--- config.mk ---
export PLATFORM = sky130hd
export DESIGN_NAME = mem_wr_arbiter
export DESIGN_NICKNAME = d
export VERILOG_FILES = /design/src/rtl/mem_wr_arbiter_pkg.sv /design/src/rtl/mem_wr_arbiter_starve_counter.sv /design/src/rtl/mem_wr_arbiter.sv
export SDC_FILE = /design/constraint.sdc
export NUM_CORES = 1
export LEC_CHECK = 0
export ABC_AREA = 0
export ABC_CLOCK_PERIOD_IN_PS = 4000
export CORE_UTILIZATION = 43
export DETAILED_ROUTE_END_ITERATION = 8
export HOLD_SLACK_MARGIN = 0.05
export PLACE_DENSITY = 0.86
export REMOVE_ABC_BUFFERS = 1
export SYNTH_ARGS = -nofsm -noshare
export SYNTH_HDL_FRONTEND = slang
export SYNTH_SLANG_ARGS = --single-unit
--- constraint.sdc ---
create_clock -name clk -period 4 [get_ports clk]
set_input_delay 0.8 -clock clk [delete_from_list [all_inputs] [get_ports clk]]
set_output_delay 0.8 -clock clk [all_outputs]
set_load 0.02 [all_outputs]
--- src/rtl/mem_wr_arbiter_pkg.sv ---
`default_nettype none
//==============================================================================
// Module   : mem_wr_arbiter_pkg
// Desc     : Shared types and memory-map constants for the BRAM write arbiter.
// Revision : 1.0 - initial release
//==============================================================================
package mem_wr_arbiter_pkg;

    typedef enum logic [0:0] {
        ARB_IDLE      = 1'b0,
        ARB_DMA_BURST = 1'b1
    } arb_state_e;

    localparam int unsigned c_STARVE_LIMIT = 8;

    // Memory-map select bits, also used by the store formatter and UART decode
    localparam int unsigned c_DMEM_BIT = 28;
    localparam int unsigned c_IMEM_BIT = 29;

endpackage : mem_wr_arbiter_pkg
`default_nettype wire

--- src/rtl/mem_wr_arbiter_starve_counter.sv ---
`default_nettype none
//==============================================================================
// Module   : arb_starve_counter
// Desc     : 8-bit saturating wait counter with synchronous clear and increment.
// Revision : 1.0 - initial release
//==============================================================================
module arb_starve_counter #(
    parameter logic [7:0] LIMIT = 8'd8
) (
    input  logic       clk,
    input  logic       rst,
    input  logic       clr,
    input  logic       inc,
    output logic [7:0] cnt
);

    logic [7:0] r_cnt;

    always_ff @(posedge clk or posedge rst) begin
        if (rst) begin
            r_cnt <= 8'd0;
        end else if (clr) begin
            r_cnt <= 8'd0;
        end else if (inc && (r_cnt != LIMIT)) begin
            r_cnt <= r_cnt + 8'd1;
        end
    end

    assign cnt = r_cnt;

endmodule : arb_starve_counter
`default_nettype wire

--- src/rtl/mem_wr_arbiter.sv ---
`default_nettype none
//==============================================================================
// Module   : mem_wr_arbiter
// Desc     : CPU/DMA write arbiter for the shared dmem/imem BRAM byte-write ports.
// Revision : 1.0 - initial release
//==============================================================================
module mem_wr_arbiter
    import mem_wr_arbiter_pkg::*;
#(
    parameter int unsigned STARVE_LIMIT = c_STARVE_LIMIT,
    parameter int unsigned DMEM_BIT     = c_DMEM_BIT,
    parameter int unsigned IMEM_BIT     = c_IMEM_BIT
) (
    input  logic        clk,
    input  logic        rst,
    input  logic [31:0] cpu_addr,
    input  logic [31:0] cpu_data,
    input  logic [3:0]  cpu_wea,
    input  logic        cpu_imem_ok,
    output logic        cpu_stall,
    input  logic        dma_valid,
    input  logic [31:0] dma_addr,
    input  logic [31:0] dma_data,
    input  logic [3:0]  dma_wea,
    input  logic        dma_lock,
    output logic        dma_ready,
    output logic [31:0] mem_addr,
    output logic [31:0] mem_din,
    output logic [3:0]  dmem_wea,
    output logic [3:0]  imem_wea
);

    localparam logic [7:0] c_LIMIT8 = 8'(STARVE_LIMIT);

    arb_state_e  r_state;
    logic        w_cpu_req;
    logic        w_dma_req;
    logic        w_force_dma;
    logic        w_grant_cpu;
    logic        w_grant_dma;
    logic        w_cnt_inc;
    logic        w_cnt_clr;
    logic [7:0]  w_starve_cnt;
    logic [31:0] w_win_addr;
    logic [31:0] w_win_data;
    logic [3:0]  w_win_wea;
    logic [3:0]  w_dmem_wea_d;
    logic [3:0]  w_imem_wea_d;

    assign w_cpu_req   = |cpu_wea;
    assign w_dma_req   = dma_valid && (|dma_wea);
    assign w_force_dma = (w_starve_cnt == c_LIMIT8);

    // A held burst excludes the CPU even while the DMA engine pauses
    always_comb begin
        w_grant_dma = 1'b0;
        w_grant_cpu = 1'b0;
        if (r_state == ARB_DMA_BURST) begin
            w_grant_dma = w_dma_req;
        end else begin
            w_grant_dma = w_dma_req && (w_force_dma || !w_cpu_req);
            w_grant_cpu = w_cpu_req && !w_grant_dma;
        end
    end

    assign cpu_stall = w_cpu_req && !w_grant_cpu;
    assign dma_ready = w_grant_dma;

    assign w_cnt_inc = w_dma_req && !w_grant_dma;
    assign w_cnt_clr = !w_dma_req || w_grant_dma;

    arb_starve_counter #(
        .LIMIT (c_LIMIT8)
    ) u_starve_counter (
        .clk (clk),
        .rst (rst),
        .clr (w_cnt_clr),
        .inc (w_cnt_inc),
        .cnt (w_starve_cnt)
    );

    always_comb begin
        w_win_addr   = cpu_addr;
        w_win_data   = cpu_data;
        w_win_wea    = cpu_wea;
        w_dmem_wea_d = 4'b0000;
        w_imem_wea_d = 4'b0000;
        if (w_grant_dma) begin
            w_win_addr = dma_addr;
            w_win_data = dma_data;
            w_win_wea  = dma_wea;
        end
        if (w_grant_dma || w_grant_cpu) begin
            if (w_win_addr[DMEM_BIT]) begin
                w_dmem_wea_d = w_win_wea;
            end
            // CPU imem writes additionally require the PC-region qualifier
            if (w_win_addr[IMEM_BIT] && (w_grant_dma || cpu_imem_ok)) begin
                w_imem_wea_d = w_win_wea;
            end
        end
    end

    always_ff @(posedge clk or posedge rst) begin
        if (rst) begin
            r_state  <= ARB_IDLE;
            mem_addr <= 32'd0;
            mem_din  <= 32'd0;
            dmem_wea <= 4'b0000;
            imem_wea <= 4'b0000;
        end else begin
            case (r_state)
                ARB_IDLE: begin
                    if (w_grant_dma && dma_lock) begin
                        r_state <= ARB_DMA_BURST;
                    end
                end
                ARB_DMA_BURST: begin
                    if (w_grant_dma && !dma_lock) begin
                        r_state <= ARB_IDLE;
                    end
                end
                default: r_state <= ARB_IDLE;
            endcase

            if (w_grant_dma || w_grant_cpu) begin
                mem_addr <= w_win_addr;
                mem_din  <= w_win_data;
            end
            dmem_wea <= w_dmem_wea_d;
            imem_wea <= w_imem_wea_d;
        end
    end

endmodule : mem_wr_arbiter
`default_nettype wire

* Yosys cells after proc, flatten, opt, wreduce, memory -nomap -nowiden
Index checks and enable logic that the tools add are counted.
** Cells by class
- Multiplexer cells :: 14
- Bitwise logic cells :: 1
- Reductions and logical operators :: 22
- Equality and inequality tests :: 2
- $add $sub $neg :: 1
** Operators with widths (number)
- $mux 32 :: 2
- $mux 4 :: 5
- $mux 8 :: 2
- $logic_and 1x1->1 :: 9
- $add 8x1->8 const B :: 1
- $eq 8x4->1 const B :: 1
- $ne 8x4->1 const B :: 1
- $reduce_or 4->1 :: 2
- $logic_not 1->1 :: 6
- $logic_or 1x1->1 :: 4
- $mux 1 :: 4
- $pmux 1 s2 :: 1
- $reduce_bool 2->1 :: 1
- $not 1->1 :: 1
** Word-level totals
- Logic and storage cells :: 46
- Input bits :: 141
- Output and inout bits :: 74
- Register bits :: 81

* Logic depth before layout (Yosys ltp)
Gate-level depths: netlist of the first run.
- Depth after elaboration :: 10
- Depth in mapped cells :: 8

* Modules after synthesis
Synthesis of the first run repeated with hierarchy kept, for this count alone.
** Unflattened totals
- Cells, all modules :: 301
- Area, all modules :: 3751.1 sq um
** By module, submodules not included
- mem_wr_arbiter :: instances 1, cells an instance 254, area each 3308.2 sq um, sequential area each 1826.8 sq um
- arb_starve_counter :: instances 1, cells an instance 47, area each 442.9 sq um, sequential area each 200.2 sq um

* Least setup slack after synthesis of the first run
Ideal clock, no wire load.
- Path kind :: input-to-output
- Start point :: input port dma_wea[0]
- End point :: output port cpu_stall
- Required time :: 3200 ps
- Buffers on the path :: 2
- Slack :: 1288 ps
- Stages :: 5
- Data arrival time :: 1912 ps
- Path through :: o41a_1 a311oi_2 buf_4 buf_6 nor2_1
** On the way
- Longest elaborated chain between the ends :: 8
** RTL lines
- from (decl) :: RTL line mem_wr_arbiter.sv:24 : input logic [3:0] dma_wea,
- $reduce_or 4->1 :: RTL line mem_wr_arbiter.sv:51 : assign w_dma_req = dma_valid && (|dma_wea);
- $logic_and 1x1->1 :: RTL line mem_wr_arbiter.sv:51
- $logic_and 1x1->1 :: RTL line mem_wr_arbiter.sv:61 : w_grant_dma = w_dma_req && (w_force_dma || !w_cpu_req);
- $logic_not 1->1 :: RTL line mem_wr_arbiter.sv:62 : w_grant_cpu = w_cpu_req && !w_grant_dma;
- $logic_and 1x1->1 :: RTL line mem_wr_arbiter.sv:62
- $mux 1 :: RTL line mem_wr_arbiter.sv:58 : if (r_state == ARB_DMA_BURST) begin
- $logic_not 1->1 :: RTL line mem_wr_arbiter.sv:66 : assign cpu_stall = w_cpu_req && !w_grant_cpu;
- $logic_and 1x1->1 :: RTL line mem_wr_arbiter.sv:66
- to (decl) :: RTL line mem_wr_arbiter.sv:20 : output logic cpu_stall,
Every way passes these cells.

* Worst setup path after layout of the first run
- Start point :: input port cpu_wea[0]
- End point :: output port dma_ready
** On the way
- Longest elaborated chain between the ends :: 5
** RTL lines
- from (decl) :: RTL line mem_wr_arbiter.sv:18 : input logic [3:0] cpu_wea,
- $reduce_or 4->1 :: RTL line mem_wr_arbiter.sv:50 : assign w_cpu_req = |cpu_wea;
- $logic_not 1->1 :: RTL line mem_wr_arbiter.sv:61
- $logic_or 1x1->1 :: RTL line mem_wr_arbiter.sv:61
- $logic_and 1x1->1 :: RTL line mem_wr_arbiter.sv:61
- $mux 1 :: RTL line mem_wr_arbiter.sv:58
- to (decl) :: RTL line mem_wr_arbiter.sv:26 : output logic dma_ready,
Every way passes these cells.

==> flow_summary.toml, run 1 <==
[die]
die_y_microns = 99.7
initial_core_util_pct = 44.4
die_area_sq_um = 9950
ioPinCount = 215
coreArea_sq_um = 9240
dieWidth_microns = 99.7
num_rows = 35

[cells_and_area]
n_fill_cell = 683
fin_area_sq_um = 6510
syn_to_final_growth_pct = 58.6
insertedDiodeCount = 0
final_common_cell = "clkdlybuf4s50_1"
drive_gt1_share_pct = 5.71
layout.cells.most_common_list = "214 x clkdlybuf4s50_1, 81 x dfrtp_1, 67 x a22o_1"
nets = 698

[sta]
report.final.slew_viol_count = 0
setup_viol = 0
finalSetupTns_ns = 0
rsz0062_at_grt = "false"
fin_skew_ns = 0.0105
final.min_clock_period_ns = 3.63
final_hold_viol_count = 0
maxSlewHeadroom_pct = 51.9
worstMarginPinSlew_ns = 0.721
fin_crit_sh_pct = 90.8
max_freq_mhz = 275
fin_ws_ns = 0.367

[route]
vias_per_cell = 5.53
drc = 0
drt_iter0_drc = 178
drt_first_pass_iters = 4
route.vias.total = 3808
wl_microns = 12500
wl_per_cell_microns = 18.1
ant_nets = 0

[place]
dpl.hpwl_microns = 8400
dpl-instance-area_sq_um = 6320
portBuffers = 214
gp_congestion = 0.837
dp_slack_ns = 0.389

[synthesis]
ys_seq_area_share_pct = 49.4
synth_warnings = 0
synth_edf_count = 0
syn_inst = 355
syn_area_per_cell_sq_um = 11.6
ys_ff_latch = 81
synth-async-reset-ratio_pct = 100
synth_flop_cell = "dfrtp_1"
synth_area_sq_um = 4110
ys_types = 30

[setup_path]
cp_top_family = "buffers and inverters"
timing.rr.start = "u_starve_counter.cnt[0]"
start_kind = "input pin"
endpoint_kind = "output pin"
reg2reg_depth = 7
criticalPathCategory = "input pin to output pin"
worstPathMaxFanout = 7
crit_buf_inv = 4
reg2reg_slack_ns = 1.51
crit_slowest_cell = "clkdlybuf4s50_1"
critical_path_arrival_ns = 2.83
worstSetupStartpoint = "cpu_wea[0]"
rr_endpoint = "mem_addr[28]"
cpMostUsedCell = "clkdlybuf4s50_1"
cp_slowest_stage_delay_ns = 0.67
worstPathRequired_ns = 3.20
path_cells = "clkdlybuf4s50_1 -> nor4_2 -> buf_4 -> a211oi_4 -> nand2b_1 -> inv_1 -> clkdlybuf4s50_1"

[global_routing]
grt_pass1_wl_microns = 19500
grt_max_degree = 66
overflow = 0
antenna_found_initial = 0
grt_pass1_vias = 3805
grt_use_total_pct = 25.2

[run_status]
status = "finished clean"

[min_path]
min_path_type = "flip-flop to flip-flop"
hp-start = "mem_addr[13]"
worst_hold_path.endpoint = "mem_addr[13]"
whs_path_depth = 1

[clocking]
cts.sinks = 81
cts_setup_buffers = 0
ctsHoldBuffers = 0
cts_tree = "built"
cts-root-buf = "clkbuf_8"
clock_latency_ns = 0.34
path_clk_slew_ns = 0.07
cts_buffer_depth = 2
cts_max_level = 3
post_cts_resized = 0
numCtsBuffers = 9

[power]
power_density_nw_per_um2 = 342
power.leakage_nw = 2.82
vdd_drop_max_mv = 0.170

[run]
max_cap_violations = 0
[registers in the layout, summed over array words and instances, names as in the netlist, named ones only]
name / count
mem_din: 32
u_starve_counter.cnt: 8
imem_wea: 4
mem_addr: 32
dmem_wea: 4
[cell families after synthesis]
logic type | Yosys count | synth area share (%)
AO/OA/AOI/OAI | 202 | 40.1
XOR/XNOR | 6 | 1.28
adder cells (fa/ha/maj) | 2 | 0.609
buffers and inverters | 38 | 5.06
flip-flops | 81 | 49.4
AND/OR/NAND/NOR | 26 | 3.60
[synth_stat cells, types with 3 or more instances]
master     n  area (sq um)
buf_6      5          56.3
a22o_1    67           587
o21bai_1  62           465
a32o_1     4          40.0
buf_2     13          65.1
nand3_1    5          25.0
dfrtp_1   81          2030
and3_1     3          18.8
nor2_1     9          33.8
clkbuf_1  13          48.8
xor2_1     5          43.8
buf_4      3          22.5
inv_1      4          15.0
a21o_1    62           465
[worst max path at each step]
| stage | end | slack, ns | cells after the start |
|---|---|---|---|
| final | dma_ready | 0.37 | 7 |
| after global routing | dma_ready | 0.27 | 7 |
| after CTS | dma_ready | 0.37 | 7 |
| after detailed placement | dma_ready | 0.39 | 7 |
| after global placement | dma_ready | 0.41 | 7 |
| after floorplan | dma_ready | -1.75 | 4 |
[report_power, final]
part           switching, W  internal, W  leakage, nW  total (W)
logic              0.000313     0.000373         1.75   0.000687
clock network      0.000283     0.000305       0.0974   0.000587
registers         0.0000515     0.000901        0.976   0.000952
[area by class of cell]
cell class	count	area [sq um]	share of cell area (%)
Inverter	4	16.3	0.250
Clock inverter	3	40.0	0.615
Sequential cell	81	2030	31.1
Clock buffer	13	149	2.29
Timing Repair Buffer	223	2220	34.1
Tap cell	129	161	2.48
Multi-Input combinational cell	236	1900	29.1
[per-layer routing]
layer / global-route usage [%] / wire length, microns / up-vias
li1: - / - / 1740
met1: 32.6 / 5290 / 1856
met2: 41.8 / 5960 / 191
met3: 4.85 / 917 / 21
met4: 9.50 / 289 / 0
met5: 0 / 0 / -
[per-stage QoR]
step,hold slack (ns),total power [W],util (%),std cells
after floorplan,0.485,0.00127,-,321
after global placement,0.487,0.00164,68.4,673
after detailed placement,0.491,0.00165,68.4,673
after CTS,0.512,0.00224,70.5,689
after global routing,0.523,0.00233,70.5,689
final,0.502,0.00223,70.5,689
[worst reg2reg max path, stage by stage (launching register included)]
cell and delay (ns):
dfrtp_1 0.43, inv_1 0.09, ha_1 0.16, nor4b_2 0.47
a311oi_4 0.18, buf_4 0.38, and2_2 0.36, a221o_1 0.30
No activity file was read; power rests on OpenSTA's default activity.
==> run 2, diff against run 1 <==
Settings changed: TNS_END_PERCENT set to 100.
==> results of run 2 <==
The final DEF is identical to that of run 1; final timing and power are the same.
==> run 3, diff against run 2 <==
--- a/config.mk
+++ b/config.mk
@@ -9,6 +9,7 @@
 export ABC_CLOCK_PERIOD_IN_PS = 4000
-export CORE_UTILIZATION = 43
+export CORE_UTILIZATION = 44
+export CTS_BUF_LIST = sky130_fd_sc_hd__clkbuf_8
 export DETAILED_ROUTE_END_ITERATION = 8
 export HOLD_SLACK_MARGIN = 0.05
-export PLACE_DENSITY = 0.86
+export PLACE_DENSITY = 0.88
 export REMOVE_ABC_BUFFERS = 1
==> constraint.sdc (replaced) <==
create_clock -name clk -period 4 [get_ports clk]
set_input_delay 0.6 -clock clk [delete_from_list [all_inputs] [get_ports clk]]
set_output_delay 0.6 -clock clk [all_outputs]
set_load 0.02 [all_outputs]
==> flow_summary.toml, run 3 (synthesized netlist as in run 1, its figures left out) <==
[setup_path]
critical_path_arrival_ns = 2.75
cp_slowest_stage_delay_ns = 0.73
worstSetupStartpoint = "dma_wea[0]"
timing.rr.start = "u_starve_counter.cnt[0]"
reg2reg_depth = 7
worstPathMaxFanout = 22
criticalPathCategory = "input pin to output pin"
cpMostUsedCell = "clkdlybuf4s50_1"
start_kind = "input pin"
worstPathRequired_ns = 3.40
crit_slowest_cell = "o41a_2"
endpoint_kind = "output pin"
path_cells = "clkdlybuf4s50_1 -> o41a_2 -> a311oi_4 -> nor2_1 -> clkdlybuf4s50_1"

[route]
wl_per_cell_microns = 18.8
route.vias.total = 3752
drt_first_pass_iters = 4
vias_per_cell = 5.63
wl_met2_microns = 6120
met1_length_microns = 5260
drt_iter0_drc = 121
top_layer = "met4"
wl_microns = 12500
drc = 0
dr_wl_met3_microns = 792
ant_nets = 0

[sta]
report.final.slew_viol_count = 0
fin_skew_ns = 0.0101
whs_ns = 0.509
setup_viol = 0
final_hold_viol_count = 0
worstMarginPinSlew_ns = 0.927
fin_crit_sh_pct = 83.9
final.min_clock_period_ns = 3.35
fin_ws_ns = 0.646
max_freq_mhz = 298
maxSlewHeadroom_pct = 38.2
rsz0062_at_grt = "false"

[power]
power.leakage_nw = 2.82
vdd_drop_max_mv = 0.182
power_density_nw_per_um2 = 350

[min_path]
hp-start = "mem_addr[11]"
whs_path_depth = 1
min_path_type = "flip-flop to flip-flop"

[run_status]
status = "finished clean"

[die]
num_rows = 34
initial_core_util_pct = 46.2
coreArea_sq_um = 8890
die_area_sq_um = 9720
dieWidth_microns = 98.6
die_y_microns = 98.6
ioPinCount = 215

[cells_and_area]
final_cells = 666
syn_to_final_growth_pct = 58.2
fin_area_sq_um = 6490
nets = 696
n_fill_cell = 641
final_common_cell = "clkdlybuf4s50_1"
layout.cells.most_common_list = "214 x clkdlybuf4s50_1, 81 x dfrtp_1, 67 x a22o_1"
drive_gt1_share_pct = 5.56
insertedDiodeCount = 0

[clocking]
cts.sinks = 81
cts_setup_buffers = 0
numCtsBuffers = 9
path_clk_slew_ns = 0.07
cts_buffer_depth = 2
post_cts_resized = 0
cts-root-buf = "clkbuf_8"
cts_max_level = 3
cts_tree = "built"
ctsHoldBuffers = 0
clock_latency_ns = 0.34

[place]
portBuffers = 214
gp_congestion = 0.843
place_inst = 650
dp_slack_ns = 0.655
dpl-instance-area_sq_um = 6280
dpl.hpwl_microns = 8510

[global_routing]
antenna_found_initial = 0
grt_use_total_pct = 25.6
grt_pass1_wl_microns = 19400
grt_pass1_vias = 3881
overflow = 0
grt_max_degree = 66

[run]
max_cap_violations = 0
run 3: changes by cell type in the layout (fill, tap and decap cells not counted):
cell	delta
clkbuf_1	-3
buf_4	-2
clkinvlp_4	+2
inv_1	+2
bufinv_16	+1
clkbuf_8	-1
clkinv_2	-1
run 3: per-stage QoR:
stage	util [%]	TNS, ns	total power (W)
final	73.1	0	0.00227
after global routing	73.1	0	0.00238
after CTS	73.1	0	0.00229
after detailed placement	70.7	0	0.00165
after global placement	70.7	0	0.00164
after floorplan	-	-70.51	0.00127
run 3: metal layers:
layer | track usage [%] | vias up
met4 | 11.1 | 0
met5 | 0 | -
li1 | - | 1735
met1 | 32.3 | 1808
met2 | 42.8 | 178
met3 | 5.46 | 31
run 3: worst max-delay path: cells and delay by family:
family / cells / cell delay [ns]
buffers and inverters: 2 / 1.05
AND/OR/NAND/NOR: 1 / 0.08
AO/OA/AOI/OAI: 2 / 1.01
run 3: final timing paths:
check | to | slack, ns
setup / recovery | cpu_stall | 0.65
hold / removal | mem_addr[11] | 0.51
setup reg to reg | mem_addr[29] | 1.63
hold reg to reg | mem_addr[11] | 0.51
max in group asynchronous | mem_addr[19] | 2.33
min in group asynchronous | mem_din[30] | 0.76
run 3: area by class of cell:
class | instances | area (sq um) | area share [%]
multi-input combinational | 236 | 1900 | 29.2
timing repair buffer | 221 | 2210 | 34.0
sequential | 81 | 2030 | 31.2
clock buffer | 9 | 124 | 1.91
tap | 108 | 135 | 2.08
inverter | 4 | 16.3 | 0.250
clock inverter | 7 | 87.6 | 1.35
run 3: power by group:
part,switching (W),internal [W]
Sequential,0.0000512,0.000901
Combinational,0.000315,0.000372
Clock,0.000288,0.000346
Total,0.000654,0.00162
